==> src/rtl/gray_conv_arbiter_pkg.sv <==
`default_nettype none
// +----------------------------------------------------------------------+
// | Package : gray_conv_pkg                                              |
// | Shared types and the Gray-to-binary helper for gray_conv_arbiter.    |
// | Revision: 1.0                                                        |
// +----------------------------------------------------------------------+
package gray_conv_pkg;

  // Default word width for the helper conversion function.
  localparam int GRAY_W = 4;

  // Output register occupancy.
  typedef enum logic [0:0] {
    ST_EMPTY = 1'b0,
    ST_FULL  = 1'b1
  } out_state_e;

  // XOR chain from the MSB down: each binary bit is the running parity of
  // all Gray bits at or above it.
  function automatic logic [GRAY_W-1:0] gray2bin(input logic [GRAY_W-1:0] g);
    logic [GRAY_W-1:0] b;
    b[GRAY_W-1] = g[GRAY_W-1];
    for (int i = GRAY_W - 2; i >= 0; i--) begin
      b[i] = b[i+1] ^ g[i];
    end
    return b;
  endfunction

endpackage
`default_nettype wire

==> src/rtl/rr_arbiter.sv <==
`default_nettype none
// +----------------------------------------------------------------------+
// | Module  : rr_arbiter                                                 |
// | Round-robin arbiter. The search begins one past the last granted     |
// | index and wraps; last_grant moves only when the caller advances.     |
// | Revision: 1.0                                                        |
// +----------------------------------------------------------------------+
module rr_arbiter #(
  parameter  int N_REQ = 4,
  localparam int IDW   = $clog2(N_REQ)
) (
  input  logic             clk,
  input  logic             rst,
  input  logic [N_REQ-1:0] req,
  input  logic             advance,
  output logic [N_REQ-1:0] grant,
  output logic [IDW-1:0]   grant_idx
);

  logic [IDW-1:0] last_grant_q;

  // Priority search starting at (last_grant + 1) mod N_REQ, moving upward.
  always_comb begin
    logic           found;
    logic [IDW:0]   sum;
    logic [IDW-1:0] cand;
    grant     = '0;
    grant_idx = '0;
    found     = 1'b0;
    sum       = '0;
    cand      = '0;
    for (int off = 1; off <= N_REQ; off++) begin
      // Sum stays below 2*N_REQ, so one conditional subtract gives the modulo.
      sum = {1'b0, last_grant_q} + (IDW+1)'(off);
      if (sum >= (IDW+1)'(N_REQ)) begin
        sum = sum - (IDW+1)'(N_REQ);
      end
      cand = sum[IDW-1:0];
      if (!found && req[cand]) begin
        found       = 1'b1;
        grant[cand] = 1'b1;
        grant_idx   = cand;
      end
    end
  end

  // Remember the winner; reset makes index 0 the first to be searched.
  always_ff @(posedge clk) begin
    if (rst) begin
      last_grant_q <= IDW'(N_REQ - 1);
    end else if (advance) begin
      last_grant_q <= grant_idx;
    end
  end

endmodule
`default_nettype wire

==> src/rtl/gray_conv_arbiter.sv <==
`default_nettype none
// +----------------------------------------------------------------------+
// | Module  : gray_conv_arbiter                                          |
// | N requesters share one Gray-to-binary converter through a round-     |
// | robin arbiter; results leave via a single registered output stage.   |
// | Revision: 1.0                                                        |
// +----------------------------------------------------------------------+
module gray_conv_arbiter
  import gray_conv_pkg::*;
#(
  parameter  int N_REQ = 4,
  parameter  int WIDTH = 4,
  localparam int IDW   = $clog2(N_REQ)
) (
  input  logic                   clk,
  input  logic                   rst,
  input  logic [N_REQ-1:0]       req_valid,
  input  logic [N_REQ*WIDTH-1:0] req_gray,
  output logic [N_REQ-1:0]       req_ready,
  output logic                   out_valid,
  input  logic                   out_ready,
  output logic [WIDTH-1:0]       out_binary,
  output logic [IDW-1:0]         out_id,
  output logic                   busy
);

  out_state_e       state_q, state_d;
  logic [WIDTH-1:0] out_binary_q;
  logic [IDW-1:0]   out_id_q;

  logic [N_REQ-1:0] w_grant;
  logic [IDW-1:0]   w_grant_idx;
  logic             w_can_accept;
  logic             w_do_grant;
  logic [WIDTH-1:0] w_word;
  logic [WIDTH-1:0] w_bin;

  rr_arbiter #(
    .N_REQ (N_REQ)
  ) u_arb (
    .clk       (clk),
    .rst       (rst),
    .req       (req_valid),
    .advance   (w_do_grant),
    .grant     (w_grant),
    .grant_idx (w_grant_idx)
  );

  // One-hot grant drives an AND-OR mux onto the single converter input.
  always_comb begin
    w_word = '0;
    for (int i = 0; i < N_REQ; i++) begin
      if (w_grant[i]) begin
        w_word = w_word | req_gray[i*WIDTH +: WIDTH];
      end
    end
  end

  generate
    if (WIDTH == GRAY_W) begin : g_conv_pkg
      assign w_bin = gray2bin(w_word);
    end else begin : g_conv_chain
      // Same XOR chain for widths other than the package default.
      always_comb begin
        w_bin = '0;
        w_bin[WIDTH-1] = w_word[WIDTH-1];
        for (int i = WIDTH - 2; i >= 0; i--) begin
          w_bin[i] = w_bin[i+1] ^ w_word[i];
        end
      end
    end
  endgenerate

  // Grant decision, requester handshake and output-stage next state.
  always_comb begin
    state_d      = state_q;
    req_ready    = '0;
    w_can_accept = (state_q == ST_EMPTY) || out_ready;
    // Reset voids any handshake in the cycle it is asserted.
    w_do_grant   = w_can_accept && (|req_valid) && !rst;
    if (w_do_grant) begin
      req_ready = w_grant;
    end
    case (state_q)
      ST_EMPTY: begin
        if (w_do_grant) state_d = ST_FULL;
      end
      ST_FULL: begin
        if (out_ready && !w_do_grant) state_d = ST_EMPTY;
      end
      default: state_d = ST_EMPTY;
    endcase
  end

  // Output register: reload on every grant, otherwise hold.
  always_ff @(posedge clk) begin
    if (rst) begin
      state_q      <= ST_EMPTY;
      out_binary_q <= '0;
      out_id_q     <= '0;
    end else begin
      state_q <= state_d;
      if (w_do_grant) begin
        out_binary_q <= w_bin;
        out_id_q     <= w_grant_idx;
      end
    end
  end

  assign out_valid  = (state_q == ST_FULL);
  assign out_binary = out_binary_q;
  assign out_id     = out_id_q;
  assign busy       = out_valid || (|req_valid);

endmodule
`default_nettype wire
==> config.mk <==
export PLATFORM = sky130hd
export DESIGN_NAME = gray_conv_arbiter
export DESIGN_NICKNAME = d
export VERILOG_FILES = /design/src/rtl/gray_conv_arbiter_pkg.sv /design/src/rtl/rr_arbiter.sv /design/src/rtl/gray_conv_arbiter.sv
export SDC_FILE = /design/constraint.sdc
export NUM_CORES = 1
export LEC_CHECK = 0
export CORE_UTILIZATION = 30
export DETAILED_ROUTE_END_ITERATION = 12
export PLACE_DENSITY_LB_ADDON = 0.08
export SYNTH_ARGS = -nofsm -noshare
export SYNTH_HDL_FRONTEND = slang
export SYNTH_HIERARCHICAL = 1
export SYNTH_SLANG_ARGS = --single-unit
==> constraint.sdc <==
create_clock -name clk -period 3.58 [get_ports clk]
set_input_delay 0.716 -clock clk [delete_from_list [all_inputs] [get_ports clk]]
set_output_delay 0.716 -clock clk [all_outputs]
set_load 0.02 [all_outputs]
* After elaboration in Yosys (flattened, before gate mapping) *
Index checks and enable logic that the tools add are counted.

word-level totals
  bits in registers = 9
  bits of input ports = 23
  output and inout bits = 12
  word-level logic and storage cells = 91

cells by class
  $add $sub $neg = 8
  $lt $le $gt $ge = 12
  muxes and demuxes = 39
  bitwise logic cells = 10
  reductions and logical operators = 18

operators by type and width
  cell                                                  count
  2-to-1 mux 4 bit                                      9
  bitwise OR 4 bit                                      6
  2-to-1 mux 2 bit                                      8
  2-to-1 mux 1 bit                                      13
  >= comparator 3 bit (second input constant)           4
  < comparator 2 x 3 -> 1 bit (second input constant)   4
  logical AND 1 bit                                     10
  binary-select mux 1 bit (select 2 bit)                4
  demux 1 bit (select 2 bit)                            4
  >= comparator 2 x 1 -> 1 bit (second input constant)  4
  subtractor 2 x 1 -> 2 bit (second input constant)     4
  adder 2 x 2 -> 3 bit (second input constant)          2
  logical NOT 1 bit                                     5
  OR reduction 4 bit                                    1
  adder 2 x 1 -> 3 bit (second input constant)          1
  adder 2 x 3 -> 3 bit (second input constant)          1
  XOR 1 bit                                             3
  logical OR 1 bit                                      2
  one-hot mux 1 bit (2 select lines)                    1
  NOT 1 bit                                             1

* Logic depth before layout (Yosys ltp) *
Gate-level depths: netlist of run 1.

  word-level depth = 25
  gate-level depth with buffers = 14
  mapped depth without buffers = 12

* Cells and area by module *
The synthesis of run 1 kept the hierarchy.

by module, submodules not included
  module             times used  cells each  area each (um2)
  rr_arbiter         1           71          626.9
  gray_conv_arbiter  1           45          441.7

* Least setup slack after synthesis of run 1 *
No wires, ideal clock.

  path kind = reg2out
  from = register u_arb.last_grant_q[0]
  to = output port req_ready[3]
  data arrival time = 2.757 ns
  path slack = 0.107 ns
  cell stages (with the launch flop) = 11
  path buffers = 2
  cells stage by stage = dfxtp_1 -> buf_6 -> inv_1 -> ha_1 -> buf_6 -> inv_1 -> a211oi_1 -> o21ai_0 -> o2bb2a_1 -> o21ai_0 -> and2_1

between the ends
  longest elaborated chain between the ends = 16
  elaborated cells between the ends (all ways) = 61

ends and longest elaborated chain
  element                                                                        line                     source
  from (decl)                                                                    rr_arbiter.sv:20         logic [IDW-1:0] last_grant_q;
  from (signal assigned)                                                         rr_arbiter.sv:50         last_grant_q <= IDW'(N_REQ - 1);
  from (signal assigned)                                                         rr_arbiter.sv:52         last_grant_q <= grant_idx;
  parallel branches: the longest is 14 deep, another holds adder 2 x 1 -> 3 bit  n/a
  2-to-1 mux 4 bit *                                                             rr_arbiter.sv:39         if (!found && req[cand]) begin
  named net w_grant[3]                                                           gray_conv_arbiter.sv:31  logic [N_REQ-1:0] w_grant;
  2-to-1 mux 4 bit *                                                             gray_conv_arbiter.sv:81  if (w_do_grant) begin
  to (decl)                                                                      gray_conv_arbiter.sv:19  output logic [N_REQ-1:0] req_ready,

Mark *: on every way through the listed nets, which the timed path passes. The select of a mux whose other input is x is not followed.

* Final worst setup path of run 1 *
  from = input port req_valid[0]
  to = output port req_ready[2]

between the ends
  longest elaborated chain between the ends = 13
  elaborated cells between the ends (all ways) = 28

ends and longest elaborated chain
  element                                 line                     source
  from (decl)                             gray_conv_arbiter.sv:17  input logic [N_REQ-1:0] req_valid,
  binary-select mux 1 bit (select 2 bit)  rr_arbiter.sv:39
  2-to-1 mux 1 bit (implied by the code)  rr_arbiter.sv:39
  2-to-1 mux 1 bit                        rr_arbiter.sv:39
  logical NOT 1 bit                       rr_arbiter.sv:39
  logical AND 1 bit                       rr_arbiter.sv:39
  2-to-1 mux 1 bit                        rr_arbiter.sv:39
  logical NOT 1 bit                       rr_arbiter.sv:39
  logical AND 1 bit                       rr_arbiter.sv:39
  2-to-1 mux 1 bit                        rr_arbiter.sv:39
  logical NOT 1 bit                       rr_arbiter.sv:39
  logical AND 1 bit                       rr_arbiter.sv:39
  2-to-1 mux 4 bit *                      rr_arbiter.sv:39
  named net w_grant[2]                    gray_conv_arbiter.sv:31
  2-to-1 mux 4 bit *                      gray_conv_arbiter.sv:81

Mark *: on every way through the listed nets, which the timed path passes. The rest lies on a longest branch. The select of a mux whose other input is x is not followed.

==> results of run 1 <==
==> sequential cells by signal (all words and copies together), names as in the netlist <==
signal / flops
out_valid: 1
out_id: 2
u_arb/last_grant_q: 2
out_binary: 4
==> logic make-up (layout without fill, tap and decap cells) <==
family          after synthesis  count (layout)  synth area share, %
xor+xnor                      4               4                3.982
mux                          11              11                15.81
simple gates                 36              36                18.97
compound gates               39              39                30.33
fa+ha+maj                     8               8                9.368
buf+inv                       9              69                4.683
flops                         9               9                16.86
==> power groups by stage <==
stage | Sequential (W) | Clock (W) | Combinational, W
2_1_floorplan | 0.000166 | 0 | 0.000273
3_3_place_gp | 0.000136 | 0 | 0.000495
3_5_place_dp | 0.000138 | 0 | 0.000496
4_1_cts | 0.000136 | 0.0000803 | 0.000496
5_1_grt | 0.000139 | 0.0000855 | 0.000542
6_report | 0.000135 | 0.0000767 | 0.000491
==> worst paths after layout <==
check	start	end	slack, ps	depth (start not counted)
worst min register to register	out_id[0]$_SDFFE_PP0N_	out_id[0]$_SDFFE_PP0N_	470	2
worst max register to register	u_arb/last_grant_q[1]$_SDFFE_PP1P_	out_binary[0]$_SDFFE_PP0N_	500	12
worst max-delay path	req_valid[0]	req_ready[2]	110	9
worst min-delay path	out_id[0]$_SDFFE_PP0N_	out_id[0]$_SDFFE_PP0N_	470	2
==> critical path, stage by stage <==
cell	delay [ps]
clkdlybuf4s50_1	480
buf_4	180
mux4_2	490
nor2_4	120
and2_2	190
a22oi_1	80
o21ai_1	160
and2_1	170
clkbuf_2	160
==> cell usage in the layout (no fill, tap or decap), types with 3 or more instances in the layout <==
master / n
clkbuf_4: 3
ha_1: 8
clkbuf_2: 4
o2bb2a_1: 4
dfxtp_1: 9
clkdlybuf4s50_1: 28
a22oi_1: 7
o21ai_1: 6
nand2b_1: 6
nor2_1: 4
nand2_1: 10
buf_4: 27
mux2i_1: 3
mux2_2: 4
inv_1: 4
and2_1: 4
xnor2_1: 3
==> cell type report <==
cell class / count / share of cell area (%)
Inverter: 4 / 0.9146
Tap cell: 46 / 3.506
Timing Repair Buffer: 61 / 31.94
Multi-Input combinational cell: 98 / 51.07
Sequential cell: 9 / 10.98
Clock buffer: 4 / 1.601
==> per-stage QoR <==
stage                     std cells  worst slack, ps
after detailed placement        218           -413.0
after floorplan                 116            107.2
final                           222            107.2
after global routing            222            29.18
after CTS                       222            11.84
after global placement          218           -326.6
==> per-layer routing <==
metal  vias to the layer above  GRT usage [%]  share of wire (%)
li1                        567              -                  -
met1                       502          21.72                 45
met2                        37          26.27                 48
met3                         2          3.361                5.9
met4                         0          4.444               0.54
met5                         -              0                  0
==> reports/results.tsv, run 1 <==
stage	metric	value	unit
finish	num_antenna_cells	0	
sta	setup_viol	0	
yosys	synth_top_area_share	16.86	%
die	fp.dieArea	0.003804	mm2
routing	drtPass1Iterations	4	
finish	fin_util	48.81	%
routing	drc	0	
outcome	outcome	complete, no violations	
power_and_ir_drop	p_seq_share	19.2	%
power_and_ir_drop	power.density	427.8	mW/mm2
flow_run	cap_violations	0	
die	initial_utilization	31.77	%
clocking	clockBufferDepth	2	
global_routing	grt_max_degree	15	
power_and_ir_drop	intPower	0.0004261	W
yosys	synth_fp_nets	147	
yosys	ys.flop_type	dfxtp_1	
setup_path	crit_path_start_kind	primary input	
routing	wl_per_cell	12.62	um
die	io_pins	35	
die	core	0.003363	mm2
place	place_area	0.001634	mm2
finish	regArea	180.2	um2
place	dpl.hpwl	2.334	mm
finish	num-fill-cells	329	
clocking	cts_root_buf	clkbuf_4	
clocking	cts_tree	built	
clocking	insertion_delay	260	ps
power_and_ir_drop	p_sw_share	39.33	%
global_routing	antenna_found_initial	0	
sta	hold_violations	0	
global_routing	grt_pass1_vias	1022	
setup_path	endpoint_kind	output port	
finish	nNetsFinal	208	
setup_path	cp_max_fo	5	
yosys	yosysMostFrequentCell	nand2_1	
sta	hold_slack	474.6	ps
routing	routed_via_density	4.991	
setup_path	cp.arrival	2760	ps
power_and_ir_drop	leakagePower	0.6853	nW
yosys	netlist_area	0.001069	mm2
yosys	synthTopCellsByArea	dfxtp_1 (17%), ha_1 (9.4%), a22oi_1 (4.9%)	
finish	area_growth_syn_to_layout	53.63	%
yosys	synth_area_leader_cell	dfxtp_1	
die	die_w	61.68	um
sta	setup_tns	0	ps
power_and_ir_drop	p_total	0.0007023	W
clocking	cts.repair.resized	10	
yosys	synth_cell_types	47	
sta	tightest_slew	299.1	ps
yosys	syn_inst	116	
yosys	synth_common_cells	nand2_1 (10), dfxtp_1 (9), ha_1 (8)	
place	numPortBuffers	34	
routing	vias	1108	
clocking	postCtsHoldBufs	0	
sta	min_period_over_period	97.01	%
yosys	async_flop_share	0	%
die	num_rows	21	
finish	final_cell_area	0.001642	mm2
min_path	min_path_type	reg2reg	
global_routing	grt_pass1_wl	4.588	mm
yosys	synth_seq_area_share	16.86	%
finish	multi_input_area	838.3	um2
clocking	cts_sinks	9	
sta	slew_headroom	79.89	%
setup_path	crit_type	in2out	
yosys	synth.yosys.warnings	6	
clocking	cts_made_buffers	3	
sta	max_freq	288.0	MHz
global_routing	grt_usage	16.19	%
power_and_ir_drop	combinationalPowerShare	69.9	%
setup_path	cp.required	2860	ps
power_and_ir_drop	switchingPower	0.0002762	W
clocking	post-cts-setup-buffers	0	
routing	wirelength	2.802	mm
place	gp_congestion	0.8255	
sta	skew	2.649	ps
clocking	clk_pin_slew	60	ps
yosys	ys_ff_latch	9	
global_routing	gr-total-overflow	0	
yosys	avgSynthCellArea	9.211	um2
sta	rsz0062_at_grt	no	
sta	post-route-min-period	3473	ps
yosys	synth_edf_count	0	
power_and_ir_drop	pwr-share-clk	10.9	%
power_and_ir_drop	ir_drop	141.5	uV
routing	drtIter0Drc	32	
sta	drv_slew	0	
routing	ant_nets	0	
die	die_h	61.68	um
finish	drive_gt1_share	30.68	%
clocking	cts.htree.levels	1	
No activity file was read; power rests on OpenSTA's default activity.
==> run 2: changes to the inputs <==
--- a/config.mk
+++ b/config.mk
@@ -8,6 +8,8 @@
 export CORE_UTILIZATION = 30
 export DETAILED_ROUTE_END_ITERATION = 12
 export PLACE_DENSITY_LB_ADDON = 0.08
+export REMOVE_ABC_BUFFERS = 1
+export SLEW_MARGIN = 30
 export SYNTH_ARGS = -nofsm -noshare
 export SYNTH_HDL_FRONTEND = slang
 export SYNTH_HIERARCHICAL = 1
==> constraint.sdc (replaced) <==
create_clock -name clk -period 3.58 [get_ports clk]
set_input_delay 0.716 -clock clk [delete_from_list [all_inputs] [get_ports clk]]
set_output_delay 0.716 -clock clk [all_outputs]
set_load 0.005 [all_outputs]
==> run 2 against run 1 <==
Against the previous run: die area unchanged; sequential share of layout area decreased by 0.28 points; non-clock buffer count unchanged; via count increased by 1.2%; fmax about the same; cell area increased by 2.6%; setup slack about the same; flip-flop and latch count unchanged; wire length increased by 7.4%; clock power increased by 0.8%; cell count unchanged; power increased by 0.52%; critical endpoint is now req_ready[1].
==> reports/results.tsv, run 2 (synthesized netlist as in run 1, its figures left out) <==
stage	metric	value	unit	change
outcome	outcome	complete, no violations		
finish	nNetsFinal	208		unchanged
power_and_ir_drop	p_seq_share	19.1	%	about the same
sta	max_freq	287.9	MHz	about the same
sta	drv_slew	0		unchanged
global_routing	grt_usage	16.48	%	+0.29 points
clocking	cts_made_buffers	3		unchanged
power_and_ir_drop	p_total	0.0007059	W	+0.52%
global_routing	grt_pass1_vias	1076		+5.3%
power_and_ir_drop	intPower	0.0004466	W	+4.8%
power_and_ir_drop	leakagePower	0.6806	nW	-0.69%
power_and_ir_drop	ir_drop	332.9	uV	+140%
routing	ant_nets	0		unchanged
routing	wirelength	3.008	mm	+7.4%
clocking	insertion_delay	250	ps	about the same
min_path	hold_depth	2		unchanged
finish	area_growth_syn_to_layout	57.61	%	
global_routing	gr-total-overflow	0		unchanged
setup_path	cp_max_fo	6		+1
die	core	0.003363	mm2	unchanged
die	die_h	61.68	um	unchanged
clocking	cts.htree.levels	1		unchanged
die	num_rows	21		unchanged
clocking	cts_sinks	9		unchanged
place	gp_congestion	0.8379		+1.5%
power_and_ir_drop	pwr-share-clk	10.9	%	about the same
setup_path	worstReg2RegEnd	out_binary[0]$_SDFFE_PP0N_		
power_and_ir_drop	power.density	419.2	mW/mm2	-2.0%
global_routing	antenna_found_initial	0		unchanged
setup_path	cp_slowest_cell	mux4_2		
power_and_ir_drop	switchingPower	0.0002593	W	-6.1%
setup_path	max_stage_delay	490	ps	about the same
finish	drive_gt1_share	32.39	%	+1.7 points
sta	setup_viol	0		unchanged
die	fp.dieArea	0.003804	mm2	unchanged
setup_path	cp.required	2860	ps	about the same
global_routing	grt_pass1_wl	4.643	mm	+1.2%
finish	num_antenna_cells	0		unchanged
die	initial_utilization	31.77	%	unchanged
setup_path	path_cells	clkdlybuf4s15_1, buf_4, mux4_2, nor2_4, and2_4, a22oi_1, o21ai_1, and2_1, clkdlybuf4s50_1		
routing	drtIter0Drc	21		-34%
die	die_w	61.68	um	unchanged
sta	tightest_slew	352.7	ps	+53.66 ps
clocking	clockBufferDepth	2		unchanged
setup_path	reg2regPathDepth	14		+2
finish	largest_reg_flops	4		unchanged
setup_path	rrSetupSlack	380	ps	-120 ps
setup_path	timing.rr.start	u_arb/last_grant_q[1]$_SDFFE_PP1P_		
min_path	min_path_type	reg2reg		
setup_path	crit_path_start_kind	primary input		
setup_path	cp.arrival	2760	ps	about the same
finish	fin_util	50.07	%	+1.3 points
clocking	cts_tree	built		
flow_run	cap_violations	0		unchanged
power_and_ir_drop	combinationalPowerShare	69.9	%	about the same
clocking	cts_root_buf	clkbuf_4		
setup_path	crit_type	in2out		
sta	hold_violations	0		unchanged
place	numPortBuffers	34		unchanged
min_path	worstHoldStart	out_binary[2]$_SDFFE_PP0N_		
routing	routed_via_density	5.050		+1.2%
finish	final_cell_mix	clkdlybuf4s50_1 (30), buf_4 (27), nand2_1 (10), dfxtp_1 (9), ha_1 (7)		
sta	post-route-min-period	3473	ps	+0.2130 ps
routing	vias	1121		+1.2%
sta	slew_headroom	76.34	%	-3.5 points
global_routing	grt_max_degree	15		unchanged
routing	drc	0		unchanged
sta	min_period_over_period	97.01	%	about the same
routing	wl_per_cell	13.55	um	+7.4%
finish	final_common_cell	clkdlybuf4s50_1		
die	io_pins	35		unchanged
clocking	clk_pin_slew	60	ps	about the same
place	dpl.hpwl	2.442	mm	+4.6%
sta	skew	0.3738	ps	-2.275 ps
routing	drtPass1Iterations	4		unchanged
power_and_ir_drop	p_sw_share	36.74	%	-2.6 points
setup_path	endpoint_kind	output port		
min_path	min_to	out_binary[2]$_SDFFE_PP0N_		
==> run 2: stage by stage <==
step           area [um2]  instances  hold WS [ps]  TNS (ps)  worst slack (ps)
6_report             1684        222         474.4         0             107.0
5_1_grt              1684        222         507.3    -80.01            -31.61
4_1_cts              1660        221         479.4         0             9.883
3_5_place_dp         1627        217         468.5     -1459            -337.3
3_3_place_gp         1627        217         460.7     -1062            -189.9
2_1_floorplan        1033        111         464.4         0             18.60
==> run 2: power by group through the flow <==
stage	logic (W)	clock network, W	registers, W
2_1_floorplan	0.000253	0	0.000146
4_1_cts	0.000483	0.0000804	0.000135
3_5_place_dp	0.000476	0	0.000138
3_3_place_gp	0.000473	0	0.000136
6_report	0.000494	0.0000773	0.000135
5_1_grt	0.000540	0.0000854	0.000138
==> run 2: how the worst max path moves through the flow <==
| stage | from | end | slack [ps] | cells after the start |
|---|---|---|---|---|
| after floorplan | u_arb/last_grant_q[0]$_SDFFE_PP1P_ | req_ready[3] | 20 | 8 |
| after global placement | req_valid[3] | req_ready[0] | -190 | 9 |
| after detailed placement | req_valid[2] | req_ready[0] | -340 | 8 |
| after CTS | req_valid[3] | req_ready[0] | 10 | 9 |
| after global routing | u_arb/last_grant_q[1]$_SDFFE_PP1P_ | req_ready[2] | -30 | 9 |
| final | req_valid[0] | req_ready[1] | 110 | 9 |
==> run 2: area by class of cell <==
cell class,count,area [um2]
fill,353,1679
multi-input combinational,98,873.3
timing repair buffer,61,531.8
sequential,9,180.2
tap,46,57.56
clock buffer,4,26.28
inverter,4,15.01
==> run 2: timing repair <==
| action | CTS | global route |
|---|---|---|
| hold buffers | 0 | 0 |
| gates cloned | 0 | 0 |
| gates resized for setup | 7 | 13 |
| setup endpoints to repair | 4 | 4 |
| setup buffers | 0 | 1 |
==> run 2: metal layers <==
layer	GRT usage [%]	routed length [um]	part of all wire, %
met3	3.782	166	5.5
met5	0	0	0
met4	1.905	14	0.47
met2	30.26	1444	48
met1	20.05	1383	46
==> run 2: worst max-delay path, delay by kind of cell <==
| kind | cells | cell delay (ps) |
|---|---|---|
| mux | 1 | 490 |
| compound gates | 2 | 170 |
| simple gates | 3 | 460 |
| buf+inv | 3 | 920 |
